===== config.mk =====
export PLATFORM = sky130hd
export DESIGN_NAME = fifomem_arb
export DESIGN_NICKNAME = d
export VERILOG_FILES = /design/src/rtl/fifomem_arb.sv
export SDC_FILE = /design/constraint.sdc
export NUM_CORES = 1
export LEC_CHECK = 0
export BUFFER_PORTS_ARGS = -buffer_cell sky130_fd_sc_hd__buf_2
export CORE_ASPECT_RATIO = 1.4
export CORE_MARGIN = 8
export CORE_UTILIZATION = 30
export DETAILED_ROUTE_END_ITERATION = 16
export PLACE_DENSITY_LB_ADDON = 0.3
export SETUP_SLACK_MARGIN = 0.5
export SLEW_MARGIN = 30
export SYNTH_ARGS = -nofsm -noshare
export SYNTH_HDL_FRONTEND = slang
export SYNTH_SLANG_ARGS = --single-unit

===== constraint.sdc =====
create_clock -name clk -period 2.3 [get_ports clk]
set_clock_uncertainty 0.15 [all_clocks]
set_input_delay 0.115 -clock clk [delete_from_list [all_inputs] [get_ports clk]]
set_output_delay 0.115 -clock clk [all_outputs]
set_load 0.02 [all_outputs]

===== src/rtl/fifomem_arb.sv =====
// fifomem_arb: round-robin arbiter with bounded burst sharing one memory port
// between two single-beat read/write requesters. Read data comes back one
// cycle after the grant, relying on the memory's registered read port.
module fifomem_arb #(
  parameter int unsigned DATASIZE = 8,
  parameter int unsigned ADDRSIZE = 4,
  parameter int unsigned MAXBURST = 2
) (
  input  logic                clk,
  input  logic                arst,
  // requester 0
  input  logic                r0_valid,
  output logic                r0_ready,
  input  logic                r0_write,
  input  logic [ADDRSIZE-1:0] r0_addr,
  input  logic [DATASIZE-1:0] r0_wdata,
  output logic                r0_rvalid,
  output logic [DATASIZE-1:0] r0_rdata,
  // requester 1
  input  logic                r1_valid,
  output logic                r1_ready,
  input  logic                r1_write,
  input  logic [ADDRSIZE-1:0] r1_addr,
  input  logic [DATASIZE-1:0] r1_wdata,
  output logic                r1_rvalid,
  output logic [DATASIZE-1:0] r1_rdata,
  // memory port a
  output logic [ADDRSIZE-1:0] mem_addr,
  output logic [DATASIZE-1:0] mem_wdata,
  output logic                mem_winc,
  output logic                mem_rinc,
  input  logic [DATASIZE-1:0] mem_rdata
);

  localparam int unsigned    CNTW    = $clog2(MAXBURST + 1);
  localparam logic [CNTW-1:0] CNT_MAX = CNTW'(MAXBURST);

  logic            r_last;
  logic [CNTW-1:0] r_cnt;
  logic            r_rvalid0;
  logic            r_rvalid1;

  logic w_gnt0;
  logic w_gnt1;
  logic w_any;
  logic w_burst;
  logic w_write;

  // A burst keeps going only while it has started and is below its cap
  assign w_burst = (r_cnt != '0) && (r_cnt < CNT_MAX);

  // Grant selection; reset forces all grants low
  always_comb begin
    w_gnt0 = 1'b0;
    w_gnt1 = 1'b0;
    if (!arst) begin
      if (r0_valid && r1_valid) begin
        if (w_burst) begin
          w_gnt0 = ~r_last;
          w_gnt1 = r_last;
        end else begin
          w_gnt0 = r_last;
          w_gnt1 = ~r_last;
        end
      end else begin
        w_gnt0 = r0_valid;
        w_gnt1 = r1_valid;
      end
    end
  end

  assign w_any   = w_gnt0 | w_gnt1;
  assign w_write = w_gnt1 ? r1_write : r0_write;

  assign r0_ready  = w_gnt0;
  assign r1_ready  = w_gnt1;
  assign mem_addr  = w_gnt1 ? r1_addr  : r0_addr;
  assign mem_wdata = w_gnt1 ? r1_wdata : r0_wdata;
  assign mem_winc  = w_any & w_write;
  assign mem_rinc  = w_any & ~w_write;

  assign r0_rvalid = r_rvalid0;
  assign r1_rvalid = r_rvalid1;
  assign r0_rdata  = mem_rdata;
  assign r1_rdata  = mem_rdata;

  // Round-robin history, burst count and read-response flags
  always_ff @(posedge clk or posedge arst) begin
    if (arst) begin
      r_last    <= 1'b1;
      r_cnt     <= '0;
      r_rvalid0 <= 1'b0;
      r_rvalid1 <= 1'b0;
    end else begin
      r_rvalid0 <= w_gnt0 & ~r0_write;
      r_rvalid1 <= w_gnt1 & ~r1_write;
      if (w_any) begin
        if (w_gnt1 == r_last) begin
          r_cnt <= (r_cnt >= CNT_MAX) ? CNT_MAX : r_cnt + CNTW'(1);
        end else begin
          r_last <= w_gnt1;
          r_cnt  <= CNTW'(1);
        end
      end else begin
        r_cnt <= '0;
      end
    end
  end

endmodule


==> results.yml <==
floorplan:
  coreArea_um2: 1950
  fp.dieH_um: 69.4
  io_pins: 72
  start_util: 0.313
  fp.dieArea_um2: 3760
  die_w_um: 54.1
  rows: 19
layout:
  nets: 144
  drive_above_1_share: 0.705
  postLayoutCoreUtil: 0.495
  synthToLayoutAreaGrowth_pct: 58.0
  antenna_cells: 0
  final_area_um2: 965
detailed_routing:
  drc_errors: 0
  first_iter_violations: 13
  viasPerCell: 4.76
  avgRoutedWirePerCell_um: 15.6
  drtPass1Iterations: 2
  totalWireLength_um: 1960
  ant_nets: 0
  route.vias.total: 600
cts:
  cts_buffers: 3
  clk_path_buf_depth: 2
  path_clk_slew_ns: 0.04
  insertion_delay_ns: 0.23
  clkSinkCount: 5
  tritoncts: "yes"
  htree_levels: 1
  root_buffer: "clkbuf_4"
hold_path:
  min_delay_worst_endpoint: "r_last"
  min_from: "r0_valid"
  worstHoldPathType: "primary input to flop"
  holdPathStages: 2
yosys:
  synthesis.area_um2: 611
  synth.area.top_cells: "buf_4 (20%), mux2_4 (17%), dfrtp_1 (16%)"
  yosysSeqAreaShare: 0.207
  syn_nets: 101
  synth_area_leader_cell: "buf_4"
  yosysWarnings: 0
  syn_avg_cell_area_um2: 9.69
  synthCells: 63
  synth_cell_types: 23
  synth_top_cell_area_share: 0.197
  ys_seq_elements: 5
timing:
  slew_viol_final: 0
  fin_setup_tns_ns: 0
  fin_ws_ns: 0.327
  hold_viol: 0
  rsz0062_at_grt: "yes"
  tightest_slew_ns: 0.273
  max_freq_ghz: 0.507
  relSlewSlack: 0.817
  setup_viol: 0
  min_period_over_period: 0.858
  min_period_ns: 1.97
setup_path:
  reg2reg_depth: 5
  crit_arrival_ns: 1.71
  startpoint_type: "flop"
  regToRegStartpoint: "r_last"
  reg2reg_to: "r1_rvalid"
  worstPathRequired_ns: 2.04
  timing_worst_setup_path_type: "flop to primary output"
  reg2reg_setup_slack_ns: 0.88
  critPathCaptureType: "primary output"
  critPathMaxFanout: 8
pwr:
  pwr-share-clk: 0.196
  netSwitchingFraction: 0.348
  p_sw_mw: 0.174
  p_comb_frac: 0.586
  p_per_area_nw_per_um2: 518
  p_leak_nw: 0.542
  seq_power_share: 0.218
  power.total_mw: 0.500
  power.internal_mw: 0.326
  ir_worst_vdd_mv: 0.199
global_routing:
  grt_max_degree: 9
  grt_pass1_wl_um: 3120
  antenna_found_initial: 0
  overflow: 0
  first_global_vias: 734
  grt_util_all_layers: 0.106
job:
  max-cap-violations: 0
placed_design:
  hpwl_um: 1440
  pre_cts_ws_ns: 0.378
  dpl_cell_area_um2: 734
  place.gp.congestion: 0.712
  io_buffers: 47
status:
  status: "complete, no violations"
## what timing repair did
item	in CTS	in global routing
gates cloned	1	0
hold buffers	4	0
hold endpoints to repair	9	0
endpoints found under the setup margin	16	15
pin swaps	2	0
setup buffers	4	0
gates resized for setup	35	1
## state kept, by name, indices dropped and copies added (netlist names)
signal,count
r1_rvalid,1
r0_rvalid,1
r_last,1
r_cnt,2
## routing by layer
metal	GRT usage	wire length, um	vias to the layer above
met1	0.0883	568	270
met2	0.188	1100	40
met5	0	0	-
met4	0.0412	14	0
met3	0.0622	280	2
li1	-	-	288
## placed cells by master (no fill, tap or decap), types with 2 or more instances in the layout
cell           synthesis  routed
dfrtp_1                4       4
a21oi_1                3       3
o211ai_1               2       2
nor2_1                 3       3
buf_4                 16       5
inv_1                  4       4
clkbuf_4               0       3
a21o_4                 1       2
mux2_4                 7      12
nor2b_1                3       3
buf_6                  1      12
buf_2                  0      34
dlygate4sd3_1          0       4
## area by class of cell
type / count / area [um^2]
timing repair buffer: 55 / 383
tap: 21 / 26.3
fill: 198 / 985
sequential: 5 / 126
inverter: 5 / 21.3
clock buffer: 4 / 26.3
multi-input combinational: 36 / 382
## worst max-delay path, stage by stage (launching register included)
cell and delay (ns):
dfstp_2 0.55, inv_4 0.05, xnor2_4 0.17, a21o_4 0.24, mux2_4 0.32, buf_6 0.13
## power by group through the flow
stage / Combinational [mW] / Clock (mW) / Sequential, mW
after CTS: 0.292 / 0.104 / 0.109
after global routing: 0.314 / 0.112 / 0.110
final: 0.293 / 0.0981 / 0.109
after detailed placement: 0.205 / 0 / 0.109
after floorplan: 0.189 / 0 / 0.110
after global placement: 0.202 / 0 / 0.109
## cell usage after synthesis
cell type / count
nand2_1: 1
buf_6: 1
a21o_4: 1
a22oi_1: 1
a211oi_1: 1
buf_4: 16
a22o_1: 2
nor2b_1: 3
dfstp_2: 1
o22ai_1: 1
o21ai_0: 2
inv_1: 4
dfrtp_1: 4
mux2_4: 7
xnor2_2: 1
o211ai_1: 2
nor2_1: 3
a21oi_1: 3
buf_8: 1
nor3_1: 1
nor2b_2: 1
mux2_2: 5
inv_2: 1
## worst max path at each step
stage | cells after the start | slack, ns | start | to
2_1_floorplan | 5 | 0.56 | r_last | mem_rinc
4_1_cts | 5 | 0.31 | r_last | mem_wdata[3]
6_report | 5 | 0.33 | r_last | mem_wdata[7]
3_3_place_gp | 5 | 0.44 | r_cnt[1] | mem_wdata[0]
3_5_place_dp | 5 | 0.38 | r_cnt[1] | mem_wdata[3]
5_1_grt | 5 | 0.25 | r_last | mem_wdata[3]
## cell families (layout without fill, tap and decap cells)
family	count (synthesis)	after routing	synth area share
AND/OR/NAND/NOR	9	9	0.0779
XOR/XNOR	1	1	0.0266
AO/OA/AOI/OAI	13	14	0.154
flip-flops	5	5	0.207
buffers and inverters	23	64	0.270
multiplexers	12	12	0.264
## stage by stage
stage               hold slack (ns)  cells
finish                      0.00449    126
global route                 0.0123    126
CTS                         0.00426    126
detailed placement          -0.0621    113
global placement            -0.0678    113
floorplan                    -0.241     63
No activity file was read; power rests on OpenSTA's default activity.
